`config.mk`:
```
export PLATFORM = sky130hd
export DESIGN_NAME = fft4_stream_ctrl
export DESIGN_NICKNAME = d
export VERILOG_FILES = /design/src/rtl/fft4_stream_ctrl.sv
export SDC_FILE = /design/constraint.sdc
export NUM_CORES = 1
export LEC_CHECK = 0
export CAP_MARGIN = 15
export CORE_ASPECT_RATIO = 0.8
export CORE_MARGIN = 4
export CORE_UTILIZATION = 35
export CTS_BUF_LIST = sky130_fd_sc_hd__clkbuf_8
export DETAILED_ROUTE_END_ITERATION = 7
export PLACE_DENSITY = 0.5
export SKIP_CTS_REPAIR_TIMING = 1
export SLEW_MARGIN = 20
export SYNTH_ARGS = -nofsm -noshare
export SYNTH_HDL_FRONTEND = slang
export SYNTH_SLANG_ARGS = --single-unit
```
`constraint.sdc`:
```
create_clock -name clk -period 12.3 [get_ports clk]
set_clock_uncertainty 0.2 [all_clocks]
set_input_delay 1.845 -clock clk [delete_from_list [all_inputs] [get_ports clk]]
set_output_delay 1.845 -clock clk [all_outputs]
set_load 0.02 [all_outputs]
```
`src/rtl/fft4_stream_ctrl.sv`:
```
// rtl/fft4_stream_ctrl.sv - streaming 4-point real-input DFT controller (LOAD/CALC/EMIT).
// Define FFT4_STREAM_CTRL_BITREV_EN to emit bins in bit-reversed order 0,2,1,3.
module fft4_stream_ctrl #(
    parameter int DATA_W = 32,
    parameter int FCNT_W = 16
) (
    input  logic              clk,
    input  logic              rst,
    input  logic              in_valid,
    output logic              in_ready,
    input  logic [DATA_W-1:0] in_data,
    output logic              out_valid,
    input  logic              out_ready,
    output logic [DATA_W-1:0] out_re,
    output logic [DATA_W-1:0] out_im,
    output logic [1:0]        out_idx,
    output logic              out_last,
    output logic              busy,
    output logic [FCNT_W-1:0] frame_cnt
);

    typedef enum logic [1:0] {LOAD, CALC, EMIT} state_t;

    state_t            state;
    logic [1:0]        cnt;
    logic [1:0]        p;
    logic [1:0]        bin;
    logic [DATA_W-1:0] smp    [4];
    logic [DATA_W-1:0] res_re [4];
    logic [DATA_W-1:0] res_im [4];

    logic accept;
    logic xfer;

    assign accept = (state == LOAD) && in_valid;
    assign xfer   = (state == EMIT) && out_ready;

    always_ff @(posedge clk or posedge rst) begin
        if (rst) begin
            state     <= LOAD;
            cnt       <= 2'd0;
            p         <= 2'd0;
            frame_cnt <= '0;
        end else begin
            case (state)
                LOAD: begin
                    if (accept) begin
                        cnt <= cnt + 2'd1;
                        if (cnt == 2'd3) begin
                            state <= CALC;
                        end
                    end
                end
                CALC: begin
                    state <= EMIT;
                end
                EMIT: begin
                    if (xfer) begin
                        p <= p + 2'd1;
                        if (p == 2'd3) begin
                            state     <= LOAD;
                            frame_cnt <= frame_cnt + FCNT_W'(1);
                        end
                    end
                end
                default: begin
                    state <= LOAD;
                    cnt   <= 2'd0;
                    p     <= 2'd0;
                end
            endcase
        end
    end

    // Data path carries no reset: results are only exposed in EMIT, after CALC has written them.
    always_ff @(posedge clk) begin
        if (accept) begin
            smp[cnt] <= in_data;
        end
        if (state == CALC) begin
            res_re[0] <= smp[0] + smp[1] + smp[2] + smp[3];
            res_im[0] <= '0;
            res_re[1] <= smp[0] - smp[2];
            res_im[1] <= smp[3] - smp[1];
            res_re[2] <= smp[0] - smp[1] + smp[2] - smp[3];
            res_im[2] <= '0;
            res_re[3] <= smp[0] - smp[2];
            res_im[3] <= smp[1] - smp[3];
        end
    end

`ifdef FFT4_STREAM_CTRL_BITREV_EN
    assign bin = {p[0], p[1]};
`else
    assign bin = p;
`endif

    assign in_ready  = (state == LOAD);
    assign busy      = (state != LOAD);
    assign out_valid = (state == EMIT);
    assign out_re    = out_valid ? res_re[bin] : '0;
    assign out_im    = out_valid ? res_im[bin] : '0;
    assign out_idx   = out_valid ? bin : 2'd0;
    assign out_last  = out_valid && (p == 2'd3);

endmodule

```
==> results of run 1 <==
flip-flops by register name (all words and copies together), names as in the netlist:
name,flops
smp,128
res_re,96
res_im,63
frame_cnt,16
bin,2
cnt,2
state,2
layout make-up:
type	count	area, sq um
Clock inverter	50	288
Inverter	312	1170
Clock buffer	59	812
Tap cell	913	1140
Multi-Input combinational cell	1609	13200
Timing Repair Buffer	131	1290
Sequential cell	309	9170
Fill cell	6554	40300
Antenna cell	3	7.51
routing by layer:
metal | up-vias | global-route usage (%)
li1 | 8252 | -
met1 | 8561 | 29.6
met2 | 537 | 28.5
met3 | 98 | 2.88
met4 | 0 | 5.44
met5 | - | 0
where the power goes:
group / internal (mW) / switching [mW]
logic: 1.46 / 2.48
clock network: 0.508 / 0.471
registers: 1.65 / 0.105
synth_stat cells (all sizes together), types with 13 or more instances:
| cell | number |
|---|---|
| a31oi | 18 |
| buf | 27 |
| mux2i | 72 |
| o31ai | 19 |
| xnor2 | 110 |
| nor3 | 37 |
| and3 | 25 |
| a21o | 82 |
| nor2b | 25 |
| fa | 127 |
| nand2 | 94 |
| nand3 | 30 |
| o21bai | 30 |
| dfrtp | 22 |
| edfxtp | 287 |
| nand2b | 15 |
| ha | 195 |
| nor2 | 203 |
| clkbuf | 41 |
| o21a | 29 |
| nand4 | 13 |
| o211ai | 13 |
| xor2 | 38 |
| o21ai | 91 |
| a21oi | 187 |
| inv | 310 |
| a211oi | 24 |
how the worst max path moves through the flow:
stage	end	startpoint
5_1_grt	out_re[16]	state[0]$_DFFE_PP0P_
3_3_place_gp	out_re[10]	state[0]$_DFFE_PP0P_
3_5_place_dp	out_re[16]	state[0]$_DFFE_PP0P_
4_1_cts	out_re[16]	state[0]$_DFFE_PP0P_
2_1_floorplan	bin[1]$_DFFE_PP0P_	state[1]$_DFFE_PP0P_
6_report	out_re[16]	state[0]$_DFFE_PP0P_
per-stage QoR:
stage	instance area, sq um	std cells	utilization (%)	hold WS, ns
2_1_floorplan	23800	2298	-	0.326
3_3_place_gp	25900	3274	38.5	0.264
3_5_place_dp	25900	3274	38.5	0.268
4_1_cts	27000	3383	40.2	0.276
5_1_grt	27000	3384	40.2	0.322
6_report	27000	3386	40.2	0.272
cells by family (layout without fill, tap and decap cells):
family          after synthesis  in the layout  share of synthesized area, %
mux                          74             74                          3.13
fa+ha+maj                   322            322                          21.0
other cells                   0              3                             0
simple gates                504            504                          10.2
compound gates              561            561                          15.4
flops                       309            309                          38.6
buf+inv                     380            552                          6.15
xor+xnor                    148            148                          5.53
worst max-delay path: stages (launching register included):
cell and delay (ns):
dfrtp_1 0.41, inv_1 0.10, ha_1 0.30, clkinv_1 0.61, buf_4 0.50, nor2_1 0.17, clkdlybuf4s50_1 0.62
==> run metrics, run 1 <==
num ports 122; source of the worst hold timing path frame_cnt[15]$_DFFE_PP0P_; vias in the first global route 17300; uppermost layer routed met4; DPL Wire Length roughly 56000 um; first-pass GRT wire length roughly 110000 um; Tcrit/Tclk final 43.9%; DR WL met3 4370 um; min Tclk post-route between 5 and 6 ns; RR Startpoint smp[3][0]$_DFFE_PP_; port buffer count between 100 and 150; hold path endpoint frame_cnt[15]$_DFFE_PP0P_; core region area roughly 67000 sq um; Critical Path AT 3.36 ns; Post-Route WL roughly 71000 um; clock tree buffer depth 3; initial antenna violation count 1; Mapped Nets 2656; CP Class reg -> out; first drt pass iteration count 5; Tightest Pin Transition approximately 1.1 ns; worst slack, placed approximately 7.6 ns; EDFF count, synth around 290; Worst Reg2Reg Path Length in Cells 14; Post-Syn Area 23800 sq um; H-Tree Depth 2; max-slew violation count 0; Num Clock Sinks ~310; Async SR Flop Fraction a little over 7%; Netlist cell types a little under 90; wire length on met1 35500 um; GR Util All Layers 19.4%; Initial Util a little over a third; FP Rows between 80 and 90; Clock Pin Slew Worst Setup and Hold Paths around 0.06 ns; Vias per Instance just over 5; syn_area_per_cell approximately 10 sq um; reg-to-reg critical path endpoint res_re[2][30]$_DFFE_PP_; Slew HR ~28%; WL per Instance 20.9 um; die width roughly 300 um; worst skew pair latency roughly 0.7 ns; sequential cell area fraction in the yosys report 38.6%; pin count of the biggest net entering global routing 74; met2 WL about 30000 um; IR Drop Worst-Case VDD approximately 0.09 mV; r2r setup slk 7.63 ns; PnR Total Power 6.68 mW; share of cells above drive strength 1 4.94%; Leak between 10 and 15 nW; TritonCTS clock tree built; ys flop type edfxtp_1; worst setup margin approximately 7 ns; GRT overflow 0; commonest non-fill, non-tap cell in the layout inv_1; Worst Path Required between 10 and 15 ns; DRC violations left 0; Area Growth Syn to Fin 13.7%; CTS Buf Count 58; worst min-delay path category reg -> reg; Worst Setup End Kind output port; Antenna Nets Post-Route 0; Final Hold Fails 0; most frequent cells in the layout inv_1 (325), edfxtp_1 (287), nor2_1 (203); setup tns final 0 ns; final net count around 2800; CP Max Fanout 21; clock root buffer clkbuf_8; top cells by area, synth edfxtp_1 (36%), fa_1 (11%), ha_1 (10%), inv_1 (4.9%), xnor2_1 (4.0%); Mapped Cells between 2000 and 2500; top cell type's share of synthesized area between 30% and 40%; die area 72200 sq um; Ys Warns 0; f_max approximately 0.19 GHz; RSZ-0062 raised after global routing no; First DRT Iteration DRCs around 1300; Max Cap Viol 0; CP startpoint kind flop; WHS Path Cells 1; biggest area consumer among synthesized cells edfxtp_1; synthesis-stage register bit count 309; status finished clean; PwrDens ~250 nW/um^2; Setup-failing EPs final 0; Via Count 17400; Placer Congestion roughly 0.9; Die H approximately 240 um
Note: power is estimated with default switching activity, not from simulation.
==> inputs of run 2 (changes only) <==
==> constraint.sdc (replaced) <==
create_clock -name clk -period 5 [get_ports clk]
set_clock_uncertainty 0.2 [all_clocks]
set_input_delay 0.75 -clock clk [delete_from_list [all_inputs] [get_ports clk]]
set_output_delay 0.75 -clock clk [all_outputs]
set_load 0.02 [all_outputs]
==> run metrics, run 2 (synthesis results as in run 1) <==
worst min-delay path category reg -> reg; CP Class reg -> reg; RR Startpoint smp[3][0]$_DFFE_PP_; die width 299 um; fill cell count 6604; source of the worst hold timing path frame_cnt[15]$_DFFE_PP0P_; max-slew violation count 0; first drt pass iteration count 5; FP Rows 85; sequential fraction of design power about a quarter; largest reg by FF count smp; number of flip-flops under the largest register name between 100 and 150; Antenna Nets Post-Route 0; vias in the first global route 17500; hold slack 0.281 ns; Register Area 9170 sq um; DPL Wire Length 57100 um; Setup-failing EPs final 0; port buffer count ~120; Clock Power Share approximately 14%; Leak 11.2 nW; CP startpoint kind flop; TritonCTS clock tree built; Max Cap Viol 0; Top Registers smp (128), res_re (96), res_im (63); RSZ-0062 raised after global routing no; Vias per Instance ~5; final net count around 2800; Clock Pin Slew Worst Setup and Hold Paths 0.07 ns; GRT overflow 0; initial antenna violation count 2; NetSw between 7 and 8 mW; Area Growth Syn to Fin 14.0%; Placer Congestion between 0.8 and 0.9; pin count of the biggest net entering global routing 76; H-Tree Depth 2; setup tns final 0 ns; DRC violations left 0; Worst Setup End Kind flop; Num Clock Sinks approximately 300; Die H roughly 240 um; most frequent cells in the layout inv_1 (328), edfxtp_1 (287), nor2_1 (203); Via Count between 15000 and 20000; Worst Reg2Reg Path Length in Cells 15; num ports 122; Tcrit/Tclk final 92.8%; f_max about 0.22 GHz; Gate power share ~60%; first-pass GRT wire length roughly 110000 um; r2r setup slk between 0.3 and 0.4 ns; Initial Util approximately a third; CP Max Fanout 4; internal cell power approximately 8.9 mW; reg-to-reg critical path endpoint res_re[2][26]$_DFFE_PP_; Worst Path Required approximately 5.2 ns; sw frac about 46%; WHS Path Cells 1; status finished clean; worst skew pair latency 0.69 ns; min Tclk post-route 4.64 ns; share of cells above drive strength 1 a little over 5%; IR Drop Worst-Case VDD 0.195 mV; hold path endpoint frame_cnt[15]$_DFFE_PP0P_; Critical Path AT 4.87 ns; Tightest Pin Transition between 0.9 and 1 ns; WL per Instance 21.2 um; Slew HR slightly below 40%; Multi-input gate area approximately 13000 sq um; PwrDens 608 nW/um^2; CTS Buf Count between 50 and 60; GR Util All Layers 19.8%; Final Hold Fails 0; clock tree buffer depth 3; die area between 70000 and 80000 sq um; Post-Route WL a little over 70000 um; First DRT Iteration DRCs 1376; core region area ~67000 sq um; clock root buffer clkbuf_8; commonest non-fill, non-tap cell in the layout inv_1
## run 2: changes by cell type in the layout (fill, tap and decap cells not counted), moves of 2 or more
cell	delta
buf_4	+7
clkinv_1	-6
clkinv_2	-3
clkinvlp_4	-3
inv_1	+3
buf_12	+2
## run 2: layout make-up
| type | count | area share (%) |
|---|---|---|
| Timing Repair Buffer | 140 | 5.09 |
| Tap cell | 913 | 4.22 |
| Inverter | 312 | 4.32 |
| Antenna cell | 2 | 0.0185 |
| Clock buffer | 59 | 3.00 |
| Sequential cell | 309 | 33.9 |
| Multi-Input combinational cell | 1609 | 48.6 |
| Clock inverter | 43 | 0.924 |
## run 2: layer usage
metal | vias to the layer above | track usage, % | wire, um
met5 | - | 0 | 0
met4 | 0 | 5.42 | 1770
met3 | 103 | 2.89 | 3830
met2 | 465 | 27.9 | 28700
met1 | 8607 | 31.2 | 37400
li1 | 8237 | - | -
## run 2: worst max path at each step
stage          depth (start not counted)  slack, ns           startpoint                       to
2_1_floorplan                         11       1.09  smp[3][1]$_DFFE_PP_  res_re[0][29]$_DFFE_PP_
3_3_place_gp                          15       0.48  smp[3][0]$_DFFE_PP_  res_re[2][26]$_DFFE_PP_
3_5_place_dp                          15       0.37  smp[3][0]$_DFFE_PP_  res_re[2][26]$_DFFE_PP_
4_1_cts                               15       0.35  smp[3][0]$_DFFE_PP_  res_re[2][26]$_DFFE_PP_
5_1_grt                               15       0.06  smp[3][0]$_DFFE_PP_  res_re[2][26]$_DFFE_PP_
6_report                              15       0.36  smp[3][0]$_DFFE_PP_  res_re[2][26]$_DFFE_PP_
## run 2: critical path: stages (launching register included)
cell      delay [ns]
edfxtp_1        0.44
fa_1            0.61
inv_1           0.06
fa_1            0.42
inv_1           0.07
ha_1            0.17
inv_1           0.07
fa_1            0.50
nor2b_1         0.23
o31ai_1         0.10
buf_4           0.16
a21oi_1         0.35
o21ai_1         0.25
a211oi_1        0.54
or4_1           0.19
a21oi_1         0.05
## run 2: stage by stage
step / area, sq um / power, mW / util [%] / std cells / worst slack, ns
finish: 27100 / 16.5 / 40.2 / 3387 / 0.361
global route: 27100 / 17.7 / 40.2 / 3386 / 0.0612
CTS: 27100 / 16.6 / 40.2 / 3385 / 0.354
detailed placement: 26000 / 14.0 / 38.7 / 3283 / 0.366
global placement: 26000 / 14.0 / 38.7 / 3283 / 0.476
floorplan: 23800 / 11.0 / - / 2298 / 1.09
## run 2: power groups by stage
stage          Sequential, mW  Clock, mW  Combinational (mW)
3_3_place_gp             4.33          0                9.69
3_5_place_dp             4.35          0                9.70
2_1_floorplan            4.29          0                6.71
5_1_grt                  4.35       2.56                10.8
6_report                 4.29       2.36                9.82
4_1_cts                  4.30       2.45                9.80
==> inputs of run 3 (changes only) <==
--- a/config.mk
+++ b/config.mk
@@ -7,13 +7,12 @@
 export LEC_CHECK = 0
 export CAP_MARGIN = 15
 export CORE_ASPECT_RATIO = 0.8
-export CORE_MARGIN = 4
 export CORE_UTILIZATION = 35
 export CTS_BUF_LIST = sky130_fd_sc_hd__clkbuf_8
 export DETAILED_ROUTE_END_ITERATION = 7
 export PLACE_DENSITY = 0.5
 export SKIP_CTS_REPAIR_TIMING = 1
-export SLEW_MARGIN = 20
+export SLEW_MARGIN = 30
 export SYNTH_ARGS = -nofsm -noshare
 export SYNTH_HDL_FRONTEND = slang
 export SYNTH_SLANG_ARGS = --single-unit
==> run metrics, run 3 (synthesis results as in run 1) <==
Worst Path Required ~5.2 ns; first-pass GRT wire length 109000 um; port buffer count 121; Leak approximately 11 nW; PnR Total Power 16.5 mW; Top Registers smp (128), res_re (96), res_im (63); f_max between 0.2 and 0.25 GHz; gr busiest metal met1; Antenna Nets Post-Route 0; CP Class reg -> reg; Post-Route WL approximately 70000 um; H-Tree Depth 2; Placed Cells 3280; TritonCTS clock tree built; vias in the first global route around 17000; clock root buffer clkbuf_8; Vias per Instance around 5.1; GRT overflow 0; utilization after layout 40.3%; Tcrit/Tclk final approximately nine tenths; GR Util All Layers a little over a fifth; share of cells above drive strength 1 under 10%; WL per Instance around 21 um; DRC violations left 0; M1 GR Usage between 30% and 40%; setup tns final 0 ns; Setup-failing EPs final 0; die area 69000 sq um; PwrDens 610 nW/um^2; core region area between 60000 and 70000 sq um; Clock Pin Slew Worst Setup and Hold Paths 0.06 ns; CP startpoint kind flop; hold slack around 0.25 ns; Critical Path AT just under 5 ns; min Tclk post-route approximately 4.6 ns; Num Clock Sinks 309; FP Rows between 80 and 90; CP Max Fanout 4; First DRT Iteration DRCs 1242; final net count between 2000 and 3000; Final Hold Fails 0; fill cell count ~6700; first drt pass iteration count 5; Via Count ~17000; initial antenna violation count 3; status finished clean; clock tree buffer depth 3; CTS Buf Count 57; max-slew violation count 0; Die H approximately 240 um; IR Drop Worst-Case VDD 0.221 mV; Slew HR between 40% and 50%; Placer Congestion about 0.93; GR Util met3 under 10%; num ports about 120; pin count of the biggest net entering global routing 77; worst min-delay path category in -> async; number of flip-flops under the largest register name between 100 and 150; commonest non-fill, non-tap cell in the layout inv_1; final cell count without fillers about 3400; Tightest Pin Transition around 0.85 ns; RSZ-0062 raised after global routing no; DPL Wire Length ~58000 um; Max Cap Viol 0; worst skew pair latency 0.68 ns; die width just under 300 um; largest reg by FF count smp; GR Layer Usage met2 28.6%; Worst Setup End Kind flop; Area Growth Syn to Fin 13.9%; most frequent cells in the layout inv_1 (329), edfxtp_1 (287), nor2_1 (203); Initial Util between 30% and 40%
## run 3: changes by cell type in the layout (fill, tap and decap cells not counted), sizes merged
cell	change
buf	-3
clkbuf	-1
diode	-1
## run 3: stage by stage
stage,area (sq um),setup WS [ns]
2_1_floorplan,23800,1.09
3_3_place_gp,26000,0.490
3_5_place_dp,26000,0.433
4_1_cts,27100,0.363
5_1_grt,27100,0.110
6_report,27100,0.408
## run 3: path summary, 6_finish.rpt
kind | slack, ns | startpoint | cells past startpoint | to
max | 0.41 | smp[3][0]$_DFFE_PP_ | 16 | res_re[2][30]$_DFFE_PP_
min | 0.25 | rst | 2 | frame_cnt[13]$_DFFE_PP0P_
max reg2reg | 0.41 | smp[3][0]$_DFFE_PP_ | 16 | res_re[2][30]$_DFFE_PP_
min reg2reg | 0.27 | frame_cnt[15]$_DFFE_PP0P_ | 1 | frame_cnt[15]$_DFFE_PP0P_
max in group asynchronous | 3.90 | rst | 2 | bin[1]$_DFFE_PP0P_
min in group clk | 0.27 | frame_cnt[15]$_DFFE_PP0P_ | 1 | frame_cnt[15]$_DFFE_PP0P_
## run 3: report_power, final
group | total, mW | internal [mW] | switching [mW] | leakage [nW]
clock network | 2.34 | 1.18 | 1.16 | 0.622
logic | 9.89 | 3.62 | 6.27 | 7.65
registers | 4.30 | 4.05 | 0.250 | 2.92
total | 16.5 | 8.85 | 7.68 | 11.2
## run 3: layer usage
metal | up-vias | wire length (um)
met5 | - | 0
met4 | 0 | 1510
met3 | 100 | 3740
met2 | 554 | 28600
met1 | 8475 | 38000
li1 | 8253 | -
## run 3: cell type report
cell class	count	area, sq um	area share, %
Sequential cell	309	9170	33.9
Clock buffer	58	798	2.95
Tap cell	913	1140	4.22
Timing Repair Buffer	137	1360	5.04
Antenna cell	1	2.50	0.00924
Multi-Input combinational cell	1609	13200	48.6
Clock inverter	43	253	0.933
Inverter	312	1170	4.33
## run 3: worst max-delay path, cell delays in order, from the launching register on
cell and delay, ns:
edfxtp_1 0.44, fa_1 0.60, inv_1 0.07, fa_1 0.44, inv_1 0.07, ha_1 0.16
inv_1 0.06, fa_1 0.50, nor2b_1 0.24, o31ai_1 0.18, a21oi_1 0.39, o21ai_1 0.15
buf_4 0.17, a211oi_2 0.23, buf_4 0.17, o211ai_1 0.09, and3_1 0.19
